--- src/rtl/event_timestamp_fifo.sv ---
// event_timestamp_fifo
// Stamps each accepted event pulse with a free-running cycle timestamp,
// buffers the stamps in a small power-of-two FIFO and presents them on a
// valid/ready read port. Also keeps saturating accepted/dropped event
// counters and a sticky overflow flag for monitoring.
module event_timestamp_fifo #(
  parameter int TS_WIDTH  = 16,
  parameter int DEPTH     = 4,
  parameter int CNT_WIDTH = 8
) (
  input  logic                     clk,
  input  logic                     rst,
  input  logic                     enable,
  input  logic                     clear,
  input  logic                     event_pulse,
  input  logic                     rd_ready,
  output logic                     rd_valid,
  output logic [TS_WIDTH-1:0]      rd_data,
  output logic [CNT_WIDTH-1:0]     event_count,
  output logic [CNT_WIDTH-1:0]     drop_count,
  output logic                     overflow,
  output logic [$clog2(DEPTH):0]   level
);

  localparam int AW = $clog2(DEPTH);

  localparam logic [AW:0]          PTR_ONE = (AW+1)'(1);
  localparam logic [TS_WIDTH-1:0]  TS_ONE  = TS_WIDTH'(1);
  localparam logic [CNT_WIDTH-1:0] CNT_ONE = CNT_WIDTH'(1);
  localparam logic [CNT_WIDTH-1:0] CNT_MAX = {CNT_WIDTH{1'b1}};

  // Stamp storage; contents are meaningless until written, so no reset.
  logic [TS_WIDTH-1:0]  mem_q [DEPTH];

  // Pointers carry one extra wrap bit so full and empty can be told apart.
  logic [AW:0]          wrPtr_q, wrPtr_d;
  logic [AW:0]          rdPtr_q, rdPtr_d;
  logic [TS_WIDTH-1:0]  ts_q, ts_d;
  logic [CNT_WIDTH-1:0] eventCount_q, eventCount_d;
  logic [CNT_WIDTH-1:0] dropCount_q, dropCount_d;
  logic                 overflow_q, overflow_d;

  logic                 fifoEmpty;
  logic                 fifoFull;
  logic                 pushReq;
  logic                 popReq;
  logic                 pushAccept;
  logic                 pushReject;
  logic                 memWrite;

  assign fifoEmpty  = (wrPtr_q == rdPtr_q);
  assign fifoFull   = (wrPtr_q[AW-1:0] == rdPtr_q[AW-1:0]) &&
                      (wrPtr_q[AW] != rdPtr_q[AW]);

  // A pulse only counts while the block is enabled; a pop frees a slot in
  // the same cycle, so a full FIFO can still take a push alongside a pop.
  assign pushReq    = event_pulse && enable;
  assign popReq     = !fifoEmpty && rd_ready;
  assign pushAccept = pushReq && (!fifoFull || popReq);
  assign pushReject = pushReq && !pushAccept;
  assign memWrite   = pushAccept && !clear;

  assign rd_valid    = !fifoEmpty;
  assign rd_data     = mem_q[rdPtr_q[AW-1:0]];
  assign level       = wrPtr_q - rdPtr_q;
  assign event_count = eventCount_q;
  assign drop_count  = dropCount_q;
  assign overflow    = overflow_q;

  // Next-state logic: clear wins over everything, otherwise advance the
  // timestamp, pointers and monitoring counters for this cycle's activity.
  always_comb begin
    wrPtr_d      = wrPtr_q;
    rdPtr_d      = rdPtr_q;
    ts_d         = ts_q;
    eventCount_d = eventCount_q;
    dropCount_d  = dropCount_q;
    overflow_d   = overflow_q;

    if (clear) begin
      wrPtr_d      = '0;
      rdPtr_d      = '0;
      ts_d         = '0;
      eventCount_d = '0;
      dropCount_d  = '0;
      overflow_d   = 1'b0;
    end else begin
      if (enable) begin
        ts_d = ts_q + TS_ONE;
      end
      if (pushAccept) begin
        wrPtr_d = wrPtr_q + PTR_ONE;
        if (eventCount_q != CNT_MAX) begin
          eventCount_d = eventCount_q + CNT_ONE;
        end
      end
      if (pushReject) begin
        overflow_d = 1'b1;
        if (dropCount_q != CNT_MAX) begin
          dropCount_d = dropCount_q + CNT_ONE;
        end
      end
      if (popReq) begin
        rdPtr_d = rdPtr_q + PTR_ONE;
      end
    end
  end

  // Control and monitoring state, cleared immediately on reset.
  always_ff @(posedge clk or negedge rst) begin
    if (!rst) begin
      wrPtr_q      <= '0;
      rdPtr_q      <= '0;
      ts_q         <= '0;
      eventCount_q <= '0;
      dropCount_q  <= '0;
      overflow_q   <= 1'b0;
    end else begin
      wrPtr_q      <= wrPtr_d;
      rdPtr_q      <= rdPtr_d;
      ts_q         <= ts_d;
      eventCount_q <= eventCount_d;
      dropCount_q  <= dropCount_d;
      overflow_q   <= overflow_d;
    end
  end

  // Capture the pre-increment timestamp into the tail slot on accepted pushes.
  always_ff @(posedge clk) begin
    if (memWrite) begin
      mem_q[wrPtr_q[AW-1:0]] <= ts_q;
    end
  end

endmodule
--- config.mk ---
export PLATFORM = sky130hd
export DESIGN_NAME = event_timestamp_fifo
export DESIGN_NICKNAME = d
export VERILOG_FILES = /design/src/rtl/event_timestamp_fifo.sv
export SDC_FILE = /design/constraint.sdc
export NUM_CORES = 1
export LEC_CHECK = 0
export BUFFER_PORTS_ARGS = -buffer_cell sky130_fd_sc_hd__clkbuf_2
export CAP_MARGIN = 20
export CELL_PAD_IN_SITES_DETAIL_PLACEMENT = 0
export CELL_PAD_IN_SITES_GLOBAL_PLACEMENT = 1
export CORE_MARGIN = 4
export CORE_UTILIZATION = 40
export CTS_CLUSTER_SIZE = 8
export DETAILED_ROUTE_END_ITERATION = 16
export PLACE_DENSITY = 0.76
export SLEW_MARGIN = 5
export SYNTH_ARGS = -nofsm -noshare
export SYNTH_HDL_FRONTEND = slang
export SYNTH_SLANG_ARGS = --single-unit
--- constraint.sdc ---
create_clock -name clk -period 4.29 [get_ports clk]
set_input_delay 0.858 -clock clk [delete_from_list [all_inputs] [get_ports clk]]
set_output_delay 0.858 -clock clk [all_outputs]
set_load 0.005 [all_outputs]
* Yosys cells after proc, flatten, opt, wreduce, memory -nomap -nowiden *
Memory sizes are Yosys's and may differ from the RTL's.
Index checks and enable logic that the tools add are counted.

cells by class
  multiplexer cells = 16
  reductions and logical operators = 19
  equality and inequality tests = 5
  add/subtract/negate cells = 6

operators with widths
  cell                                                              count
  8-bit two-way mux                                                 6
  16-bit two-way mux                                                2
  16-bit by 1-bit adder with 16-bit output (second input constant)  1
  8-bit by 1-bit adder with 8-bit output (second input constant)    2
  8-bit != test (second input constant)                             2
  3-bit two-way mux                                                 4
  2-bit nonzero test                                                6
  3-bit by 1-bit adder with 3-bit output (second input constant)    2
  1-bit logical AND                                                 6
  1-bit zero test                                                   4
  1-bit two-way mux                                                 4
  2-bit AND reduction                                               2
  3-bit equality test                                               1
  3-bit subtractor                                                  1
  2-bit equality test                                               1
  1-bit logical OR                                                  1
  1-bit != test                                                     1

storage, ports and cells
  register bits after elaboration = 39
  bits of input ports = 6
  RAM bits = 64
  logic and storage cells = 53
  memories kept = 1
  output and inout bits = 37

memories
  name   depth  width  read ports  clocked after memory_dff  wr ports  line  text
  mem_q  4      16     1           0                         1         33    logic [TS_WIDTH-1:0] mem_q [DEPTH];

* Longest topological paths before layout *
  depth in word-level cells = 9
  depth in mapped cells = 10
  depth with buffers taken out = 6

* Worst setup path after synthesis *
OpenSTA, ideal clock, no wires.

  path kind = register to register
  from = register rdPtr_q[1]
  to = memory mem_q[3][0], enable pin
  stages on the path, launching flop included = 10
  arrival = 3.156 ns
  data required time = 3.881 ns
  path buffers = 4
  path slack = 0.724 ns
  clock period less this slack = 3.566 ns
  setup time = 0.409 ns
  path through = dfrtp_1 clkbuf_1 buf_1 inv_1 ha_1 nand2_1 o311ai_0 clkbuf_1 buf_2 nor3_1

between the ends
  cells in the longest elaborated chain, start to end = 8
  elaborated cells between the ends (all ways) = 11
  those cells by class = eq/ne: 2; mux: 2; reduce/logical: 7

RTL lines
  item                                                        line    text
  start, declared                                             37      logic [AW:0] rdPtr_q, rdPtr_d;
  start signal, assigned                                      120     rdPtr_q <= rdPtr_d;
  3-bit equality test or 2-bit equality test (tied branches)  51, 52
  1-bit zero test or 1-bit logical AND (tied branches)        58, 52
  1-bit logical AND or 1-bit zero test (tied branches)        58, 59
  1-bit logical OR *                                          59      assign pushAccept = pushReq && (!fifoFull || popReq);
  1-bit logical AND *                                         59
  1-bit logical AND *                                         61      assign memWrite = pushAccept && !clear;
  1-bit two-way mux *                                         130     if (memWrite) begin
  1-bit two-way mux (not written as such) *                   131     mem_q[wrPtr_q[AW-1:0]] <= ts_q;
  end, declared                                               33

Mark *: on every way between the ends. The rest lies on a longest branch, timed or not.

* Worst setup path in the final report *
  from = register rdPtr_q[0]
  to = output port rd_data[7]

between the ends
  cells in the longest elaborated chain, start to end = 1

RTL lines
  item                    line  text
  memory read 4 x 16 bit  -
  end, declared           18    output logic [TS_WIDTH-1:0] rd_data,

No other way between the ends.

==> results.md <==
* Antenna violations before repair at 0
* Largest family of logic cells by synthesized area: simple AND/OR/NAND/NOR gates
* Final min period at 2670 ps
* RD Place Congestion at 0.759
* Critical-path top delay cell: mux4_2
* Rel. slew slack at approximately two fifths
* Fmax at 374 MHz
* Syn Inst Count at 309
* Number of synthesized flops with an enable pin at 64
* Clock network fraction of design power at 32.0%
* Crit path arrival time at 1810 ps
* Most frequent cells in the layout: 64 x edfxtp_1, 42 x clkbuf_2, 39 x dfrtp_1
* Met3 usage at under 10%
* Worst-path fanout max at 18
* Int Power at 1.39 mW
* Top-area cell type share of the netlist area at about 43%
* Hold Fails Final Rpt at 0
* Post-detail-place hpwl at 5410 microns
* DR iter-0 viols at 124
* DP Area at 4790 sq um
* Synth warn at 0
* Setup TNS at 0 ps
* Net count after synthesis at between 300 and 400
* Adder-Cell Fraction of Synth Area at 3.28%
* Total CTS buffers at 9
* FF-to-FF setup slack at around 1800 ps
* Post-Synth Simple-Gate Area at 10.5%
* Fillers at roughly 1,000
* WL per Instance at 16.8 microns
* Largest stage delay, worst path at 570 ps
* Layout Nets at 369
* Share of cells above drive strength 1 at 23.5%
* GR Overflow Total at 0
* Final number of max-transition violations at 0
* Final number of setup-violating endpoints at 0
* Worst min-delay path class: in2async
* Syn Area/Cell at about 14 sq um
* Area contributors post-synth: edfxtp_1 43%, dfrtp_1 22%, mux4_2 8.1%
* Drc violations at 0
* Vias at roughly 2,700
* Post-CTS sizing at 0
* Switch Pwr at ~490 uW
* Synth Cell Area at 4420 sq um
* Area delta synth->final at 13.2%
* Die Ht at 113 microns
* Initial Utilization at 40.8%
* Kind of critical path: reg2out
* # Max-Cap Violations at 0
* Num ports at 43
* CTS Buffer Depth at 2
* Cell chain of the critical path: buf_4, mux4_2, clkbuf_2
* Post-route antenna net violation count at 0
* Measured slew at the worst slew-check pin at around 900 ps
* Post-Synth XOR/XNOR Area at 3.57%
* Core area at 10,800 sq um
* Combinational share of power at 10.9%
* First-pass GRT wire length at 14,000 microns
* Skew-Pair Late Insertion Delay at between 300 and 400 ps
* TritonCTS clock tree: done
* Pwr Total at 1.88 mW
* Setup slack after layout at 1620 ps
* Pin count of the biggest net entering global routing at 43
* CP Data Required Time at roughly 3400 ps
* Die X at 113 microns
* Async SR Flop Fraction at 37.9%
* Final Skew at 12.5 ps
* All-layer global routing usage at 13.9%
* # port buffers at 42
* Clk root buf: clkbuf_8
* Power per cell area at 375 nW/um^2
* VDD IR-drop max at 0.161 mV
* Pre-CTS WS at 1480 ps
* Post-synth top area cell: edfxtp_1
* Compound-Gate Fraction of Synth Area at ~5.9%
* Synth Flop Type: edfxtp_1
* Mux share of post-synthesis cell area at 8.86%
* Clk slew on worst S/H paths at 100 ps
* Antenna Cells at 0
* Hold_buf cts at 0
* Non-filler cells, final at ~500
* Vias in the first global route at 2,654
* Final cycle utilization of the critical path at 62.3%
* Global Route met1 Usage at 19.5%
* RSZ-0062 raised after global routing: false
* Synth cell types at 33
* Final Cell Area at 5010 sq um
* Placed cell count at 480
* Post-CTS setup buffer count at 0
* Critical Path Start Type: flop
* Static Leak at 1.81 nW
* Critical path's top delay family: multiplexers
* Seq cells post-synth at 103
* Drt first pass iters at 4
* Htree depth at 3
* Core Rows at 38
* CP endpoint kind: output pin
* CTS Sinks at 103
* Outcome: completed
* Post-synthesis sequential area ratio at 65.5%
* Die ar. at around 13,000 sq um
* Seq pwr share at 57.1%
* Sw Share at 25.9%
* Met2 Usage GRT at 21.4%
* Commonest non-fill, non-tap cell in the layout: edfxtp_1
* Via density per instance at around 5.4
* Wirelength, routed at between 8000 and 9000 microns
* Busiest grt layer: met2
* Worst Path Buf+Inv at 2
flip-flops by register name (all words and copies together) (netlist names):
register     cells
ts_q            16
event_count      8
drop_count       8
wrPtr_q          3
rdPtr_q          3
overflow         1
mem_q           64
stage by stage:
stage          hold WS (ps)  util, %
2_1_floorplan           489        -
3_3_place_gp            514     44.2
3_5_place_dp            510     44.2
4_1_cts                 526     46.0
5_1_grt                 300     46.2
6_report                314     46.2
routing by layer:
layer | share of wire (%) | vias to the layer above
met1 | 47 | 1346
li1 | - | 1256
met5 | 0 | -
met3 | 3.8 | 13
met4 | 1.6 | 0
met2 | 47 | 47
worst paths after layout:
check,to,start,depth (start not counted)
max,rd_data[7],rdPtr_q[0],3
min,drop_count[6],rst,1
max reg2reg,drop_count[7],wrPtr_q[0],6
min reg2reg,overflow,overflow,2
max in group asynchronous,ts_q[4],rst,2
min in group clk,overflow,overflow,2
power groups by stage:
stage                     Combinational (mW)  Clock [mW]  Sequential (mW)
after floorplan                        0.127           0             1.09
after global routing                   0.230       0.658             1.07
after CTS                              0.210       0.614             1.07
after global placement                 0.207           0             1.09
after detailed placement               0.210           0             1.09
final                                  0.205       0.601             1.07
logic make-up (layout without fill, tap and decap cells):
logic type	after synthesis	count (layout)
XOR/XNOR	18	18
multiplexers	19	19
AO/OA/AOI/OAI	44	44
adder cells (fa/ha/maj)	11	11
AND/OR/NAND/NOR	87	87
buffers and inverters	27	75
flip-flops	103	103
synthesized netlist by cell type, types with 10 or more instances:
cell	count
or4_1	10
xnor2_1	13
mux4_2	16
nand2_1	11
dfrtp_1	39
clkbuf_1	10
a21oi_1	21
edfxtp_1	64
nand3_1	13
ha_1	10
inv_1	12
nor2_1	21
worst reg2reg max path, delay by kind of cell, from the launching register on:
kind	cells	cell delay [ps]
AND/OR/NAND/NOR	3	1430
AO/OA/AOI/OAI	1	150
buffers and inverters	1	110
flip-flops	1	390
adder cells (fa/ha/maj)	1	350
cell type report:
type,count,area [sq um],area share [%]
clock buffers,9,124,2.47
clock inverters,7,73.8,1.47
multi-input cells,179,1430,28.6
repair buffers,47,260,5.20
inverters,12,45.0,0.900
flip-flops and latches,103,2900,57.9
well taps,140,175,3.50
(Power assumes the default switching activity.)
